## src/rtl/rom_loader.sv

```systemverilog
// rom_loader: clears ERASE_WORDS RAM words, then writes host ROM halfwords at ROM_BASE over Wishbone.
// One write in flight at a time; dl_wait stalls the host. Define ROM_LOADER_PACK_EN to pair halfwords into words.
module rom_loader #(
  parameter int unsigned ERASE_WORDS = 1048576,
  parameter logic [23:0] ROM_BASE    = 24'h100000
) (
  input  logic        clk_sys,
  input  logic        reset_n,
  input  logic        dl_active,
  input  logic        dl_wr,
  input  logic [24:0] dl_addr,
  input  logic [15:0] dl_data,
  output logic        dl_wait,
  output logic        wb_cyc,
  output logic        wb_stb,
  output logic        wb_we,
  output logic [3:0]  wb_sel,
  output logic [23:0] wb_adr,
  output logic [31:0] wb_dat,
  input  logic        wb_ack,
  output logic        host_owns,
  output logic        done
);

`ifdef ROM_LOADER_PACK_EN
  typedef enum logic [2:0] {S_IDLE, S_ERASE, S_LOAD, S_FLUSH, S_ABORT} state_t;
`else
  typedef enum logic [2:0] {S_IDLE, S_ERASE, S_LOAD, S_ABORT} state_t;
`endif

  localparam logic [23:0] ERASE_LAST = 24'(ERASE_WORDS - 1);

  state_t      state, state_nxt;
  logic        act_q;
  logic        act_rise, act_fall;
  logic        bus_q, bus_nxt;
  logic [23:0] erase_addr, erase_addr_nxt;
  logic [3:0]  sel_nxt;
  logic [23:0] adr_nxt;
  logic [31:0] dat_nxt;
  logic        wait_nxt, done_nxt;
  logic [19:0] hw_word;
  logic [23:0] hw_adr;
  logic        unused_addr_bits;

`ifdef ROM_LOADER_PACK_EN
  logic        pend_lo, pend_lo_nxt;
  logic [15:0] buf_dat, buf_dat_nxt;
  logic [19:0] buf_word, buf_word_nxt;
  logic [23:0] buf_adr;
  assign buf_adr = ROM_BASE + {4'b0, buf_word};
`endif

  // Upper address bits are dropped so the ROM image wraps inside 4 MB.
  assign hw_word          = dl_addr[21:2];
  assign hw_adr           = ROM_BASE + {4'b0, hw_word};
  assign unused_addr_bits = ^{dl_addr[24:22], dl_addr[0]};

  assign act_rise  = dl_active & ~act_q;
  assign act_fall  = ~dl_active & act_q;
  assign wb_cyc    = bus_q;
  assign wb_stb    = bus_q;
  assign wb_we     = 1'b1;
  assign host_owns = (state != S_IDLE);

  always_comb begin
    state_nxt      = state;
    erase_addr_nxt = erase_addr;
    bus_nxt        = bus_q;
    sel_nxt        = wb_sel;
    adr_nxt        = wb_adr;
    dat_nxt        = wb_dat;
    wait_nxt       = dl_wait;
    done_nxt       = 1'b0;
`ifdef ROM_LOADER_PACK_EN
    pend_lo_nxt    = pend_lo;
    buf_dat_nxt    = buf_dat;
    buf_word_nxt   = buf_word;
`endif
    case (state)
      S_IDLE: begin
        if (act_rise) begin
          state_nxt      = S_ERASE;
          erase_addr_nxt = '0;
          bus_nxt        = 1'b1;
          sel_nxt        = 4'hF;
          adr_nxt        = '0;
          dat_nxt        = '0;
          wait_nxt       = 1'b1;
        end
      end
      S_ERASE: begin
        if (act_fall) begin
          // An ack landing with the fall leaves nothing outstanding to wait for.
          if (wb_ack) begin
            state_nxt = S_IDLE;
            bus_nxt   = 1'b0;
            wait_nxt  = 1'b0;
          end else begin
            state_nxt = S_ABORT;
          end
        end else if (wb_ack) begin
          if (erase_addr == ERASE_LAST) begin
            state_nxt = S_LOAD;
            bus_nxt   = 1'b0;
            wait_nxt  = 1'b0;
          end else begin
            erase_addr_nxt = erase_addr + 24'd1;
            adr_nxt        = erase_addr + 24'd1;
          end
        end
      end
      S_LOAD: begin
        if (dl_wait) begin
          if (wb_ack) begin
            bus_nxt  = 1'b0;
            wait_nxt = 1'b0;
          end
        end else if (!dl_active) begin
          state_nxt = S_IDLE;
          done_nxt  = 1'b1;
`ifdef ROM_LOADER_PACK_EN
          if (pend_lo) begin
            state_nxt   = S_FLUSH;
            done_nxt    = 1'b0;
            bus_nxt     = 1'b1;
            wait_nxt    = 1'b1;
            adr_nxt     = buf_adr;
            sel_nxt     = 4'h3;
            dat_nxt     = {buf_dat, buf_dat};
            pend_lo_nxt = 1'b0;
          end
`endif
        end else if (dl_wr) begin
`ifdef ROM_LOADER_PACK_EN
          if (dl_addr[1]) begin
            bus_nxt  = 1'b1;
            wait_nxt = 1'b1;
            adr_nxt  = hw_adr;
            if (pend_lo && (buf_word == hw_word)) begin
              sel_nxt     = 4'hF;
              dat_nxt     = {dl_data, buf_dat};
              pend_lo_nxt = 1'b0;
            end else begin
              sel_nxt = 4'hC;
              dat_nxt = {dl_data, dl_data};
            end
          end else begin
            // The old low half goes out from the bus registers, so the buffer is free at once.
            if (pend_lo) begin
              bus_nxt  = 1'b1;
              wait_nxt = 1'b1;
              adr_nxt  = buf_adr;
              sel_nxt  = 4'h3;
              dat_nxt  = {buf_dat, buf_dat};
            end
            pend_lo_nxt  = 1'b1;
            buf_dat_nxt  = dl_data;
            buf_word_nxt = hw_word;
          end
`else
          bus_nxt  = 1'b1;
          wait_nxt = 1'b1;
          adr_nxt  = hw_adr;
          sel_nxt  = dl_addr[1] ? 4'hC : 4'h3;
          dat_nxt  = {dl_data, dl_data};
`endif
        end
      end
`ifdef ROM_LOADER_PACK_EN
      S_FLUSH: begin
        if (wb_ack) begin
          state_nxt = S_IDLE;
          bus_nxt   = 1'b0;
          wait_nxt  = 1'b0;
          done_nxt  = 1'b1;
        end
      end
`endif
      S_ABORT: begin
        if (wb_ack) begin
          state_nxt = S_IDLE;
          bus_nxt   = 1'b0;
          wait_nxt  = 1'b0;
        end
      end
      default: begin
        state_nxt = S_IDLE;
        bus_nxt   = 1'b0;
        wait_nxt  = 1'b0;
      end
    endcase
    if (!bus_nxt) begin
      sel_nxt = '0;
      adr_nxt = '0;
      dat_nxt = '0;
    end
  end

  always_ff @(posedge clk_sys or negedge reset_n) begin
    if (!reset_n) begin
      state      <= S_IDLE;
      act_q      <= 1'b0;
      bus_q      <= 1'b0;
      erase_addr <= '0;
      wb_sel     <= '0;
      wb_adr     <= '0;
      wb_dat     <= '0;
      dl_wait    <= 1'b0;
      done       <= 1'b0;
`ifdef ROM_LOADER_PACK_EN
      pend_lo    <= 1'b0;
      buf_dat    <= '0;
      buf_word   <= '0;
`endif
    end else begin
      state      <= state_nxt;
      act_q      <= dl_active;
      bus_q      <= bus_nxt;
      erase_addr <= erase_addr_nxt;
      wb_sel     <= sel_nxt;
      wb_adr     <= adr_nxt;
      wb_dat     <= dat_nxt;
      dl_wait    <= wait_nxt;
      done       <= done_nxt;
`ifdef ROM_LOADER_PACK_EN
      pend_lo    <= pend_lo_nxt;
      buf_dat    <= buf_dat_nxt;
      buf_word   <= buf_word_nxt;
`endif
    end
  end

endmodule
```

## config.mk

```make
export PLATFORM = sky130hd
export DESIGN_NAME = rom_loader
export DESIGN_NICKNAME = d
export VERILOG_FILES = /design/src/rtl/rom_loader.sv
export SDC_FILE = /design/constraint.sdc
export NUM_CORES = 1
export LEC_CHECK = 0
export ABC_AREA = 1
export BUFFER_PORTS_ARGS = -buffer_cell sky130_fd_sc_hd__clkbuf_2
export CAP_MARGIN = 10
export CORE_UTILIZATION = 50
export CTS_CLUSTER_DIAMETER = 60
export DETAILED_ROUTE_END_ITERATION = 6
export PLACE_DENSITY = 0.81
export REMOVE_ABC_BUFFERS = 1
export SYNTH_ARGS = -nofsm -noshare
export SYNTH_HDL_FRONTEND = slang
export SYNTH_SLANG_ARGS = --single-unit
```

## constraint.sdc

```tcl
create_clock -name clk_sys -period 3.5 [get_ports clk_sys]
set_input_delay 0.35 -clock clk_sys [delete_from_list [all_inputs] [get_ports clk_sys]]
set_output_delay 0.35 -clock clk_sys [all_outputs]
set_load 0.01 [all_outputs]
```

==> flow_summary.json, run 1 <==
{
  "cp_top_family": "simple AND/OR/NAND/NOR gates",
  "finalSetupViolCount": 0,
  "dpl_cell_area_sq_um": 4740,
  "routed_wl_um": 10500,
  "post_cts_buffers": 0,
  "max_cap_viol_count": 0,
  "synth_cell_type_count": 29,
  "final_layout_size_suffix_gt1_frac": 0.263,
  "gr-total-overflow": 0,
  "grt_antenna_before_repair": 0,
  "drtIter0Drc": 251,
  "drt-wirelength-per-cell_um": 13.5,
  "h-tree-depth": 3,
  "cts_tree": "done",
  "min_period_ns": 2.39,
  "grt_pass1_wl_um": 16900,
  "path_buf_inv": 4,
  "core_sq_um": 8260,
  "area_growth_pct": 16.2,
  "syn_area_sq_um": 4270,
  "rr_endpoint": "wb_adr[2]$_DFFE_PN0P_",
  "cts_resized": 0,
  "routed_via_density": 5.27,
  "finish.utilization": 0.602,
  "fp-row-count": 33,
  "avgSynthCellArea_sq_um": 7.39,
  "grt_setup_unrepaired": "no",
  "crit_fanout": 21,
  "die_x_um": 94.5,
  "grt_max_degree": 30,
  "final_cell_area_sq_um": 4970,
  "clock_path_buffers": 2,
  "synth-seq-cells": 72,
  "rr_worst_depth": 12,
  "max_freq_mhz": 419,
  "cpMaxStageDelayCell": "dfrtp_1",
  "p_per_area_nw_per_um2": 637,
  "worstMarginPinSlew_ns": 0.580,
  "clk_latency_ns": 0.36,
  "yosysWarnings": 0,
  "finalNetCount": 714,
  "arrival_ns": 2.68,
  "hold-path-endpoint": "act_q$_DFF_PN0_",
  "critPathKind": "reg -> reg",
  "dpl.hpwl_um": 7550,
  "hold_ws_ns": 0.134,
  "hold-path-cell-count": 1,
  "diodes": 0,
  "slew_viol_final": 0,
  "cts_buffers": 9,
  "min_from": "dl_active",
  "hold_viol_final": 0,
  "die_y_um": 94.5,
  "period_share": 0.682,
  "rrSetupSlack_ns": 1.11,
  "path_cells": "inv_1 > ha_1 > buf_4 > inv_1 > nor2_1 > nand2_1 > nand2_1 > a21oi_1 > nand2_2 > buf_4 > nand3_1 > nand2_1",
  "grt_pass1_vias": 3833,
  "leakage_nw": 2.59,
  "clkTransAtPathRegs_ns": 0.08,
  "grt_usage": 0.243,
  "r2r-start": "state[0]$_DFFE_PN0P_",
  "start_util": 0.518,
  "cp-start-kind": "flip-flop",
  "outcome": "completed",
  "finalSetupTns_ns": 0,
  "die_area_sq_um": 8920,
  "clock-sinks": 72,
  "yosysSeqAreaShare": 0.422,
  "critPathMostFrequentCell": "nand2_1",
  "synthCells": 578,
  "io_pins": 112,
  "vias": 4075,
  "holdCritPathClass": "in -> reg",
  "port_buffers": 106,
  "slew_headroom": 0.613,
  "clock-root-buffer": "clkbuf_8",
  "drtAntennaViolNets": 0,
  "critical_path_required_ns": 3.79,
  "first_pass_iters": 5,
  "skew_ns": 0.0185,
  "cp-end-kind": "flip-flop",
  "routabilityCongestion": 0.912,
  "drc_errors": 0,
  "ir_drop_mv": 0.428,
  "slowest_delay_ns": 0.42
}
[synth_stat cells, drive strengths merged]
cell type	count	area (sq um)
ha	5	62.6
nand2	168	651
nand4	4	25.0
clkbuf	8	31.3
o21ai	38	190
inv	52	195
o21bai	6	45.0
dfrtp	72	1800
nand3	89	500
conb	1	3.75
buf	36	250
nor2	45	218
or2	20	125
nand3b	1	7.51
a21oi	32	160
a22oi	1	7.51
[layout make-up]
class / instances / area [sq um]
tap: 105 / 131
timing repair buffer: 118 / 623
multi-input combinational: 410 / 2000
sequential: 72 / 1800
fill: 749 / 3290
clock inverter: 7 / 96.3
inverter: 52 / 195
clock buffer: 9 / 124
[state kept, by name, summed over array words and instances (netlist names), 2 cells and up]
register    flops
state           2
wb_dat         16
wb_sel          2
erase_addr     24
wb_adr         24
[cell usage in the layout, fill, tap and decap left out]
master,Yosys,routed
a21oi_1,32,32
a22oi_1,1,1
buf_2,8,1
buf_4,24,11
bufinv_16,0,2
clkbuf_2,1,105
clkbuf_8,0,9
clkinv_2,0,1
clkinv_4,0,1
clkinvlp_4,0,3
conb_1,1,1
dfrtp_1,72,72
dlygate4sd3_1,0,1
ha_1,5,5
inv_1,51,51
inv_2,1,1
nand2_1,162,162
nand2_2,5,5
nand2_4,1,1
nand3_1,78,78
nand3_2,11,11
nand3b_1,1,1
nand4_1,4,4
nor2_1,39,39
nor2_2,1,1
nor2_4,4,4
nor2_8,1,1
o21ai_0,32,32
o21ai_1,6,6
o21bai_1,6,6
or2_1,1,1
or2_2,19,19
[worst max-delay path by stage]
stage	startpoint	to	slack [ns]	cells after the start
2_1_floorplan	state[0]$_DFFE_PN0P_	wb_dat[15]$_DFFE_PN0P_	0.66	10
3_3_place_gp	erase_addr[0]$_DFFE_PN0P_	wb_dat[17]$_DFFE_PN0P_	1.26	12
3_5_place_dp	state[0]$_DFFE_PN0P_	wb_adr[2]$_DFFE_PN0P_	1.16	12
4_1_cts	state[0]$_DFFE_PN0P_	wb_adr[5]$_DFFE_PN0P_	1.14	12
5_1_grt	state[0]$_DFFE_PN0P_	wb_adr[15]$_DFFE_PN0P_	0.89	12
6_report	state[0]$_DFFE_PN0P_	wb_adr[2]$_DFFE_PN0P_	1.11	12
[report_power, final]
| group | leakage (nW) | total, mW | switching (mW) | internal [mW] |
|---|---|---|---|---|
| registers | 0.993 | 0.992 | 0.0740 | 0.918 |
| clock network | 0.101 | 0.738 | 0.337 | 0.401 |
| logic | 1.50 | 1.43 | 1.03 | 0.400 |
[timing repair]
action	in CTS	in global routing
endpoints found under the setup margin	0	0
hold buffers	1	0
endpoints found under the hold margin	19	0
[through the flow]
stage | worst slack [ns] | instances | total power [mW]
2_1_floorplan | 0.658 | 534 | 1.88
3_3_place_gp | 1.26 | 756 | 2.37
3_5_place_dp | 1.16 | 756 | 2.42
4_1_cts | 1.14 | 773 | 3.16
5_1_grt | 0.890 | 773 | 3.39
6_report | 1.11 | 773 | 3.16
[metal layers]
metal	up-vias	GRT usage	share of wire
li1	2009	-	-
met1	1912	0.292	0.42
met2	127	0.411	0.51
met3	27	0.0451	0.045
met4	0	0.133	0.028
met5	-	0	0
[cells by family (layout without fill, tap and decap cells)]
logic type,Yosys count,count (layout),synth area share
AO/OA/AOI/OAI,77,77,0.0943
buffers and inverters,96,186,0.112
AND/OR/NAND/NOR,327,327,0.357
flip-flops,72,72,0.422
other,1,1,0.000877
adder cells (fa/ha/maj),5,5,0.0146
(Power assumes the default switching activity.)
==> run 2: changes to the inputs <==
==> constraint.sdc (replaced) <==
create_clock -name clk_sys -period 2.2 [get_ports clk_sys]
set_input_delay 0.22 -clock clk_sys [delete_from_list [all_inputs] [get_ports clk_sys]]
set_output_delay 0.22 -clock clk_sys [all_outputs]
set_load 0.01 [all_outputs]
==> run 2 against run 1 <==
Net effect:
- sequential share of layout area is 0.81 points lower
- critical path depth is 1 lower
- design area is 2.3% higher
- die area stayed put
- power is 67% higher
- global-route usage is 0.71 points higher
- non-clock buffer count is 7 higher
- via count is 1.8% higher
==> flow_summary.json, run 2 (synthesis results as in run 1) <==
{
  "outcome": "completed",
  "hold_ws_ns": 0.101,
  "path_cells": "inv_1 > ha_2 > inv_1 > nor2_1 > nor2_1 > nor2_1 > a21oi_1 > nand2_2 > buf_4 > nand3_1 > nand2_1",
  "port_buffers": 106,
  "clk_latency_ns": 0.35,
  "diodes": 0,
  "hold_viol_final": 0,
  "io_pins": 112,
  "layout_common_cells": "nand2_1 (162), clkbuf_2 (105), nand3_1 (78), dfrtp_1 (72), inv_1 (51)",
  "grt_pass1_wl_um": 17600,
  "cp-end-kind": "flip-flop",
  "dpl_cell_area_sq_um": 4780,
  "finalNetCount": 722,
  "routed_wl_um": 11000,
  "area_growth_pct": 18.9,
  "cp_top_family": "simple AND/OR/NAND/NOR gates",
  "cts_buffers": 9,
  "routabilityCongestion": 0.934,
  "reg_top3": "erase_addr: 24 flops, wb_adr: 24 flops, wb_dat: 16 flops",
  "dpl.hpwl_um": 7670,
  "ir_drop_mv": 0.838,
  "fp-row-count": 33,
  "drt-wirelength-per-cell_um": 14.1,
  "period_share": 0.924,
  "drtAntennaViolNets": 0,
  "critPathKind": "reg -> reg",
  "drc_errors": 0,
  "vias": 4149,
  "clock-root-buffer": "clkbuf_8",
  "layout_commonest_cell": "nand2_1",
  "clock-sinks": 72,
  "cts_tree": "done",
  "power_mw": 5.28,
  "holdCritPathClass": "in -> reg",
  "finalSetupViolCount": 0,
  "clkTransAtPathRegs_ns": 0.09,
  "first_pass_iters": 6,
  "max_cap_viol_count": 0,
  "arrival_ns": 2.32,
  "start_util": 0.518,
  "max_freq_mhz": 492,
  "skew_ns": 0.0117,
  "die_y_um": 94.5,
  "final_cell_area_sq_um": 5080,
  "die_x_um": 94.5,
  "crit_fanout": 25,
  "min_period_ns": 2.03,
  "final_layout_size_suffix_gt1_frac": 0.274,
  "cp-start-kind": "flip-flop",
  "grt_pass1_vias": 3882,
  "gr-total-overflow": 0,
  "critPathMostFrequentCell": "nor2_1",
  "slew_viol_final": 0,
  "grt_max_degree": 43,
  "fin_cells": 781,
  "critical_path_required_ns": 2.48,
  "cpMaxStageDelayCell": "dfrtp_1",
  "die_area_sq_um": 8920,
  "p_per_area_nw_per_um2": 1040,
  "leakage_nw": 2.64,
  "h-tree-depth": 3,
  "core_sq_um": 8260,
  "grt_usage": 0.250,
  "clock_path_buffers": 2,
  "path_buf_inv": 3,
  "dp.cells": 759,
  "grt_antenna_before_repair": 0,
  "routed_via_density": 5.31,
  "slowest_delay_ns": 0.42,
  "drtIter0Drc": 313
}
[run 2: cell types whose count changed in the layout (fill, tap and decap cells not counted)]
cell / previous run / this run
buf_12: 0 / 4
buf_6: 0 / 2
bufinv_16: 2 / 1
clkbuf_8: 9 / 10
clkinvlp_4: 3 / 2
dlygate4sd3_1: 1 / 2
ha_1: 5 / 3
ha_2: 0 / 2
inv_6: 0 / 1
nor2_4: 4 / 5
[run 2: through the flow]
stage	setup slack, ns	util	TNS, ns
3_3_place_gp	0.230	0.579	0
5_1_grt	-0.0349	0.615	-0.110
2_1_floorplan	-0.642	-	-27.48
6_report	0.168	0.615	0
3_5_place_dp	0.112	0.579	0
4_1_cts	0.00524	0.607	0
[run 2: report_power, final]
group          internal (mW)  leakage, nW  total, mW  switching, mW
combinational          0.830         1.55       2.62           1.79
clock                  0.558       0.0989       1.09          0.529
sequential              1.46        0.993       1.57          0.110
[run 2: tightest hold or removal path, cell delays in order]
cell and delay [ns]:
clkbuf_2 0.08, nand3_1 0.06, a21oi_1 0.06
[run 2: path summary, 6_finish.rpt]
check | start | endpoint | depth (start not counted) | slack [ns]
worst max-delay path | state[0]$_DFFE_PN0P_ | wb_adr[8]$_DFFE_PN0P_ | 11 | 0.17
worst min-delay path | dl_data[5] | wb_dat[21]$_DFFE_PN0P_ | 3 | 0.10
worst max register to register | state[0]$_DFFE_PN0P_ | wb_adr[8]$_DFFE_PN0P_ | 11 | 0.17
worst min register to register | wb_adr[3]$_DFFE_PN0P_ | wb_adr[3]$_DFFE_PN0P_ | 2 | 0.51
max in group asynchronous | reset_n | erase_addr[17]$_DFFE_PN0P_ | 3 | 1.26
min in group asynchronous | reset_n | wb_adr[16]$_DFFE_PN0P_ | 2 | 0.36
[run 2: what timing repair did]
item                                    CTS  global route
gates resized for setup                   0             5
setup buffers                             0             3
hold buffers                              2             0
endpoints found under the setup margin    0            24
endpoints found under the hold margin    19             0
[run 2: layer usage]
metal,track usage,wire (um),vias up
met5,0,0,-
met4,0.116,327,0
met3,0.0338,543,32
met2,0.418,5520,149
met1,0.321,4590,1948
li1,-,-,2020
[run 2: layout make-up]
class                           instances  area [sq um]
Multi-Input combinational cell        411          2010
Clock inverter                          6          67.6
Inverter                               52           195
Fill cell                             737          3180
Tap cell                              105           131
Timing Repair Buffer                  125           736
Clock buffer                           10           138
Sequential cell                        72          1800
==> run 3: changes to the inputs <==
--- a/config.mk
+++ b/config.mk
@@ -8,10 +8,13 @@
 export ABC_AREA = 1
 export BUFFER_PORTS_ARGS = -buffer_cell sky130_fd_sc_hd__clkbuf_2
 export CAP_MARGIN = 10
-export CORE_UTILIZATION = 50
+export CELL_PAD_IN_SITES_DETAIL_PLACEMENT = 0
+export CELL_PAD_IN_SITES_GLOBAL_PLACEMENT = 1
+export CORE_ASPECT_RATIO = 1.1
+export CORE_UTILIZATION = 38
 export CTS_CLUSTER_DIAMETER = 60
 export DETAILED_ROUTE_END_ITERATION = 6
-export PLACE_DENSITY = 0.81
+export PLACE_DENSITY = 0.86
 export REMOVE_ABC_BUFFERS = 1
 export SYNTH_ARGS = -nofsm -noshare
 export SYNTH_HDL_FRONTEND = slang
==> run 3 against run 2 <==
Net effect:
- fmax down 0.15%
- worst hold slack worse by 0.068 ns
- routed wire length down 2.5%
- non-clock buffer count is 5 lower
- via count is 4.5% lower
- clock power rose by 21%
- sequential cell count did not move
- sequential power hardly changed
- global-route usage is 5.8 points lower
- sequential share of layout area down 0.28 points
- power grew 0.80%
- design area rose by 0.79%
==> flow_summary.json, run 3 (synthesis results as in run 1) <==
{
  "holdCritPathClass": "in -> reg",
  "max_cap_viol_count": 0,
  "finalSetupViolCount": 0,
  "grtUsageMet1": 0.247,
  "clock_path_buffers": 2,
  "leakage_nw": 2.64,
  "slew_viol_final": 0,
  "place_ws_ns": 0.119,
  "die_y_um": 113,
  "clock-root-buffer": "clkbuf_16",
  "grt_setup_unrepaired": "no",
  "cp_top_family": "simple AND/OR/NAND/NOR gates",
  "routed_via_density": 4.84,
  "drtIter0Drc": 227,
  "clk_latency_ns": 0.33,
  "arrival_ns": 2.30,
  "worst_slack_ns": 0.165,
  "critical_path_required_ns": 2.46,
  "path_cells": "ha_1 > nand2_2 > nor2_4 > nand2_4 > nor2_8 > nand3_1 > nand3_2 > buf_4 > nand3_1 > nand2_1",
  "layout_commonest_cell": "nand2_1",
  "grt_usage": 0.193,
  "reg_top3": "erase_addr: 24 flops, wb_adr: 24 flops, wb_dat: 16 flops",
  "core_sq_um": 11000,
  "cts_tree": "done",
  "layout_common_cells": "nand2_1 (162), clkbuf_2 (105), nand3_1 (78), dfrtp_1 (72), inv_1 (51)",
  "grt_pass1_vias": 3795,
  "p_per_area_nw_per_um2": 1040,
  "start_util": 0.390,
  "skew_ns": 0.00550,
  "clkTransAtPathRegs_ns": 0.05,
  "vias": 3961,
  "fillerInstances": 1127,
  "path_buf_inv": 1,
  "max_freq_mhz": 491,
  "die_x_um": 103,
  "final_layout_size_suffix_gt1_frac": 0.262,
  "critPathKind": "reg -> reg",
  "seq_area_sq_um": 1800,
  "grt_use_met3": 0.0352,
  "slowest_delay_ns": 0.38,
  "multi_input_comb_area_sq_um": 2010,
  "grt_use_met2": 0.323,
  "fp-row-count": 40,
  "grt_pass1_wl_um": 17500,
  "gr-total-overflow": 0,
  "grt.busiest_layer": "met2",
  "hold_viol_final": 0,
  "crit_fanout": 24,
  "routabilityCongestion": 0.833,
  "drc_errors": 0,
  "critPathMostFrequentCell": "nand3_1",
  "h-tree-depth": 3,
  "port_buffers": 106,
  "diodes": 0,
  "clock-sinks": 72,
  "area_growth_pct": 19.8,
  "dpl.hpwl_um": 7610,
  "grt_antenna_before_repair": 0,
  "finish.utilization": 0.467,
  "io_pins": 112,
  "post_cts_buffers": 0,
  "min_period_ns": 2.04,
  "period_share": 0.925,
  "first_pass_iters": 5,
  "cts_buffers": 9,
  "die_area_sq_um": 11700,
  "finalNetCount": 717,
  "ir_drop_mv": 0.695,
  "drt-wirelength-per-cell_um": 13.1,
  "grt_max_degree": 49,
  "outcome": "completed",
  "cp-start-kind": "flip-flop",
  "cp-end-kind": "flip-flop",
  "cpMaxStageDelayCell": "dfrtp_1",
  "drtAntennaViolNets": 0,
  "routed_wl_um": 10700
}
[run 3: metrics by stage]
step	cells	setup TNS, ns	cell area, sq um	hold WS (ns)	power [mW]
floorplan	534	-27.48	3990	-0.0756	2.99
detailed placement	800	0	4830	0.207	3.97
global route	818	0	5120	0.0223	5.71
global placement	800	0	4830	0.191	3.92
CTS	817	0	5110	0.0226	5.32
finish	818	0	5120	0.0325	5.32
[run 3: what timing repair did]
item / in CTS / in global routing
hold buffers: 1 / 0
endpoints found under the setup margin: 0 / 24
hold endpoints to repair: 31 / 0
resized for setup: 0 / 1
[run 3: area by class of cell]
class,count,share of cell area
Clock buffer,13,0.0489
Clock inverter,3,0.00342
Inverter,52,0.0381
Multi-Input combinational cell,411,0.392
Sequential cell,72,0.352
Tap cell,147,0.0359
Timing Repair Buffer,120,0.130
[run 3: metal layers]
metal,part of all wire,vias up
li1,-,2019
met1,0.46,1859
met2,0.49,72
met3,0.035,11
met4,0.014,0
met5,0,-
[run 3: path summary, 6_finish.rpt]
| check | startpoint | to | slack, ns | depth (start not counted) |
|---|---|---|---|---|
| max | erase_addr[1]$_DFFE_PN0P_ | wb_adr[22]$_DFFE_PN0P_ | 0.16 | 10 |
| min | dl_active | act_q$_DFF_PN0_ | 0.03 | 1 |
| max reg2reg | erase_addr[1]$_DFFE_PN0P_ | wb_adr[22]$_DFFE_PN0P_ | 0.16 | 10 |
| min reg2reg | wb_adr[3]$_DFFE_PN0P_ | wb_adr[3]$_DFFE_PN0P_ | 0.49 | 2 |
| max in group asynchronous | reset_n | wb_cyc$_DFF_PN0_ | 1.23 | 3 |
| min in group asynchronous | reset_n | wb_adr[17]$_DFFE_PN0P_ | 0.39 | 2 |
[run 3: report_power, final]
part	total, mW	internal [mW]	switching, mW
combinational	2.43	0.707	1.72
sequential	1.57	1.46	0.110
clock	1.32	0.791	0.533
